[src/rtl/down_count_timer_arb.sv]
// down_count_timer_arb
//   Shares one down-count timer between two requesters. An idle timer is
//   granted round-robin. The timer loads the owner's start value and counts
//   down to zero, pulses done to the owner for one cycle, then releases.
//   Every output comes from a register, so there is no combinational path
//   from req to grant.
//
// Ports
//   clk           system clock, rising edge
//   rst           synchronous, active-high reset
//   req0, req1    requests, held until done or dropped to abort
//   load0, load1  start values, sampled only on the grant edge
//   grant0/1      timer owner (one-hot or zero)
//   done0/1       one-cycle completion pulse to the owner
//   count         current timer value
//   busy          timer in use
module down_count_timer_arb #(
   parameter int unsigned WIDTH = 3
) (
   input  logic             clk,
   input  logic             rst,
   input  logic             req0,
   input  logic [WIDTH-1:0] load0,
   input  logic             req1,
   input  logic [WIDTH-1:0] load1,
   output logic             grant0,
   output logic             grant1,
   output logic             done0,
   output logic             done1,
   output logic [WIDTH-1:0] count,
   output logic             busy
);

   localparam logic [1:0] StIdle = 2'd0;
   localparam logic [1:0] StRun  = 2'd1;
   localparam logic [1:0] StDone = 2'd2;

   localparam logic [WIDTH-1:0] CountZero = '0;
   localparam logic [WIDTH-1:0] CountOne  = {{(WIDTH-1){1'b0}}, 1'b1};

   logic [1:0]       state_q, state_d;
   logic [WIDTH-1:0] count_q, count_d;
   logic             grant0_q, grant0_d;
   logic             grant1_q, grant1_d;
   logic             done0_q, done0_d;
   logic             done1_q, done1_d;
   // 1: requester 1 wins a tie; 0: requester 0 wins a tie.
   logic             prio1_q, prio1_d;
   logic             owner_req;

   // Only the owner's request matters while the timer runs.
   assign owner_req = grant0_q ? req0 : req1;

   always_comb begin
      state_d  = state_q;
      count_d  = count_q;
      grant0_d = grant0_q;
      grant1_d = grant1_q;
      done0_d  = 1'b0;
      done1_d  = 1'b0;
      prio1_d  = prio1_q;

      case (state_q)
         StIdle: begin
            if (req0 && (!req1 || !prio1_q)) begin
               state_d  = StRun;
               grant0_d = 1'b1;
               count_d  = load0;
               prio1_d  = 1'b1;
            end else if (req1) begin
               state_d  = StRun;
               grant1_d = 1'b1;
               count_d  = load1;
               prio1_d  = 1'b0;
            end
         end

         StRun: begin
            if (!owner_req) begin
               // Abort: release silently, no done pulse.
               state_d  = StIdle;
               grant0_d = 1'b0;
               grant1_d = 1'b0;
               count_d  = CountZero;
            end else if (count_q != CountZero) begin
               count_d = count_q - CountOne;
            end else begin
               state_d = StDone;
               done0_d = grant0_q;
               done1_d = grant1_q;
            end
         end

         StDone: begin
            state_d  = StIdle;
            grant0_d = 1'b0;
            grant1_d = 1'b0;
            count_d  = CountZero;
         end

         default: begin
            state_d  = StIdle;
            grant0_d = 1'b0;
            grant1_d = 1'b0;
            count_d  = CountZero;
         end
      endcase
   end

   always_ff @(posedge clk) begin
      if (rst) begin
         state_q  <= StIdle;
         count_q  <= CountZero;
         grant0_q <= 1'b0;
         grant1_q <= 1'b0;
         done0_q  <= 1'b0;
         done1_q  <= 1'b0;
         prio1_q  <= 1'b0;
      end else begin
         state_q  <= state_d;
         count_q  <= count_d;
         grant0_q <= grant0_d;
         grant1_q <= grant1_d;
         done0_q  <= done0_d;
         done1_q  <= done1_d;
         prio1_q  <= prio1_d;
      end
   end

   assign grant0 = grant0_q;
   assign grant1 = grant1_q;
   assign done0  = done0_q;
   assign done1  = done1_q;
   assign count  = count_q;
   assign busy   = grant0_q | grant1_q;

endmodule

[config.mk]
export PLATFORM = sky130hd
export DESIGN_NAME = down_count_timer_arb
export DESIGN_NICKNAME = d
export VERILOG_FILES = /design/src/rtl/down_count_timer_arb.sv
export SDC_FILE = /design/constraint.sdc
export NUM_CORES = 1
export LEC_CHECK = 0
export ABC_AREA = 1
export CAP_MARGIN = 0
export CORE_AREA = 5 5 42 44
export CTS_CLUSTER_SIZE = 28
export DETAILED_ROUTE_END_ITERATION = 6
export DIE_AREA = 0 0 47 49
export PLACE_DENSITY = 0.73
export SETUP_SLACK_MARGIN = 0.15
export SLEW_MARGIN = 20
export SYNTH_ARGS = -nofsm -noshare
export SYNTH_HDL_FRONTEND = slang
export SYNTH_SLANG_ARGS = --single-unit
[constraint.sdc]
create_clock -name clk -period 1.4 [get_ports clk]
set_input_delay 0.35 -clock clk [delete_from_list [all_inputs] [get_ports clk]]
set_output_delay 0.35 -clock clk [all_outputs]
set_load 0.02 [all_outputs]
==> summary.txt <==
Status
  • Outcome: finished clean

Setup path
  • Worst-case reg-to-reg path depth: 7
  • Largest delay share family, worst path: flip-flops
  • Data required time of the worst path: 1.60 ns
  • Critical path depth: 7
  • CP Class: flip-flop to flip-flop
  • Data arrival time at the worst-slack endpoint: 1.42 ns
  • Critical-path maximum fanout: 3
  • Kind of end point of the critical path: flip-flop
  • Startpoint class of the critical path: flip-flop
  • Library cell contributing the largest single delay on the critical path: sky130_fd_sc_hd__dfxtp_4
  • Sequence of cells on the critical path: inv_2, ha_4, ha_4, nand3b_1, nand2_1, nand2_1, a21oi_2
  • Buf+Inv Stages, Crit Path: 1
  • Stage delay of the slowest cell on the critical path: 0.35 ns

Timing
  • Clock period minus worst slack: 1.22 ns
  • Worst rel slew slack: 0.829
  • Unrepaired setup endpoints after global routing: yes
  • Final count of pins violating max slew: 0
  • Actual transition at the worst max-transition pin: 0.254 ns
  • Clock skew after layout: 0.00976 ns
  • Final Cycle Share: 0.874
  • Final worst hold slack: 0.478 ns
  • Setup violations, final: 0
  • Final Hold Viols: 0
  • Achievable Freq: 817 MHz

Routing
  • Average detailed-routed wire length per instance: 10.4 um
  • Final Routed Wirelength: 1270 um
  • Number of vias per cell: 4.74
  • Drt first pass iters: 4
  • ANT nets after route: 0
  • Total vias in the final route: 578
  • Residual DRC: 0
  • Iteration-0 DRC Markers: 2

Clocking
  • Buffer levels on the longest clock path: 2
  • Number of sinks on the clock net: 10
  • CTS tree: done
  • Clock H-tree levels: 1
  • Worst-Skew Late Latency: 0.26 ns
  • Buffer type at the clock tree root: sky130_fd_sc_hd__clkbuf_4
  • Number of clock buffers inserted by TritonCTS: 3
  • Clock-pin slew reported for the worst setup and hold paths after clock tree synthesis: 0.07 ns

Die
  • Vertical die dimension: 49 um
  • Site row count: 14
  • Initial core utilization: 0.396
  • IO Count: 18
  • Chip Width: 47 um
  • Core area: 1400 um2
  • Die footprint: 2300 um2

Final layout
  • Total of fill cells in the finished design: 149
  • Final #Nets: 119
  • Ratio of cells with drive above 1 in the final layout: 0.377
  • Utilization after layout: 0.598
  • Synthesis-to-finish area growth: 50.9%
  • Cell area after layout: 838 um2
  • Total inserted antenna cells: 0

Power
  • Max VDD drop: 1.05 mV
  • Reported leakage power: 0.400 nW
  • Pwr per Cell Area: 1020 nW/um2
  • Overall power consumption: 0.853 mW

Global routing
  • Global route overflow: 0
  • Antenna violations before repair: 0
  • Via count of the first global-routing pass: 571
  • GRT Overall Usage: 0.127
  • Largest net degree at the start of global routing: 8
  • Global-route wire length before repair: 2240 um

Synthesis
  • Post-synthesis average cell area: 7.12 um2
  • Cell types occupying the most area after synthesis: sky130_fd_sc_hd__dfxtp_1, sky130_fd_sc_hd__nand2_1, sky130_fd_sc_hd__nand3_1
  • Yosys synthesis warning count: 0
  • Number of synthesized register bits: 10
  • Syn Nets: 90
  • Area share of the largest cell type after synthesis: 0.360
  • Gate count after technology mapping: 78
  • Distinct cell type count of the synthesized netlist: 19
  • Sequential fraction of the synthesis area: 0.360
  • Area leader, netlist: sky130_fd_sc_hd__dfxtp_1
  • Synth Cell Area: 556 um2

Placement
  • DP HPWL: 1040 um
  • RD Place Congestion: 0.765
  • Port Buffer Count: 17
  • Placed instance area: 795 um2

Run
  • Total of max-cap violations: 0

Hold path
  • Path type of the worst min-delay path: flip-flop to flip-flop
  • Worst hold stages: 2
==> routing by layer <==
| layer | GRT usage | vias up | share of wire | wire length (um) |
|---|---|---|---|---|
| met5 | 0 | - | 0 | 0 |
| met4 | 0.0645 | 0 | 0.032 | 40 |
| met3 | 0.0221 | 4 | 0.044 | 56 |
| met2 | 0.197 | 12 | 0.50 | 631 |
| met1 | 0.162 | 262 | 0.43 | 539 |
| li1 | - | 300 | - | - |
==> Yosys cell counts, drive strengths merged <==
| cell | number |
|---|---|
| nand3 | 10 |
| ha | 2 |
| buf | 1 |
| dfxtp | 10 |
| nand2 | 22 |
| or2 | 1 |
| nor2 | 6 |
| a21oi | 7 |
| inv | 15 |
| nand3b | 2 |
| o21ai | 1 |
| o21bai | 1 |
==> cell type report <==
cell class / count / area [um2] / share of cell area
Tap cell: 16 / 20.0 / 0.0239
Sequential cell: 10 / 209 / 0.249
Clock buffer: 4 / 26.3 / 0.0313
Timing Repair Buffer: 25 / 200 / 0.239
Inverter: 15 / 56.3 / 0.0672
Multi-Input combinational cell: 52 / 327 / 0.390
==> worst min-delay path, cell delays in order, from the launching register on <==
cell and delay [ns]:
sky130_fd_sc_hd__dfxtp_1 0.31, sky130_fd_sc_hd__nand2_1 0.06, sky130_fd_sc_hd__a21oi_1 0.05
==> timing repair <==
item / in CTS / in global routing
endpoints found under the setup margin: 13 / 10
gates resized for setup: 28 / 11
pin swaps: 3 / 3
hold buffers: 0 / 0
buffers inserted: 1 / 0
==> final timing paths <==
path            start        to  slack, ns
min           prio1_q   prio1_q       0.48
max          count[0]  count[2]       0.18
max reg2reg  count[0]  count[2]       0.18
min reg2reg   prio1_q   prio1_q       0.48
==> stage by stage <==
step                worst slack [ns]  TNS [ns]  instances
finish                         0.176         0        122
global route                   0.118         0        122
CTS                            0.112         0        122
detailed placement            -0.233     -1.24        117
global placement              -0.196     -1.04        117
floorplan                      0.151         0         78
==> state kept, by name (all words and copies together), names as in the netlist <==
name	count
count	3
done0	1
done1	1
grant0	1
grant1	1
prio1_q	1
state_q	2
==> placed cells by master, fill, tap and decap left out, types with 2 or more instances in the layout <==
| master | synthesis | final |
|---|---|---|
| sky130_fd_sc_hd__ha_4 | 0 | 2 |
| sky130_fd_sc_hd__nand2_1 | 17 | 15 |
| sky130_fd_sc_hd__inv_1 | 12 | 10 |
| sky130_fd_sc_hd__a21oi_2 | 1 | 2 |
| sky130_fd_sc_hd__nand3_1 | 9 | 9 |
| sky130_fd_sc_hd__clkdlybuf4s15_1 | 0 | 2 |
| sky130_fd_sc_hd__nor2_1 | 3 | 3 |
| sky130_fd_sc_hd__nor2_4 | 1 | 2 |
| sky130_fd_sc_hd__nand3b_1 | 2 | 2 |
| sky130_fd_sc_hd__nand2_2 | 4 | 6 |
| sky130_fd_sc_hd__dfxtp_4 | 0 | 2 |
| sky130_fd_sc_hd__clkbuf_4 | 0 | 3 |
| sky130_fd_sc_hd__inv_2 | 3 | 5 |
| sky130_fd_sc_hd__dfxtp_1 | 10 | 7 |
| sky130_fd_sc_hd__buf_2 | 0 | 4 |
| sky130_fd_sc_hd__a21oi_1 | 6 | 5 |
| sky130_fd_sc_hd__clkdlybuf4s50_1 | 0 | 7 |
| sky130_fd_sc_hd__dlygate4sd2_1 | 0 | 2 |
| sky130_fd_sc_hd__buf_4 | 0 | 9 |
==> where the power goes <==
| part | total [mW] | internal, mW | switching, mW |
|---|---|---|---|
| combinational | 0.316 | 0.147 | 0.170 |
| clock | 0.202 | 0.110 | 0.0923 |
| sequential | 0.335 | 0.314 | 0.0215 |
==> cell families after synthesis <==
kind of cell	after synthesis	synth area share
simple gates	41	0.381
buf+inv	16	0.122
compound gates	9	0.0923
flops	10	0.360
fa+ha+maj	2	0.0450
Power figures use the tool's default switching activity.
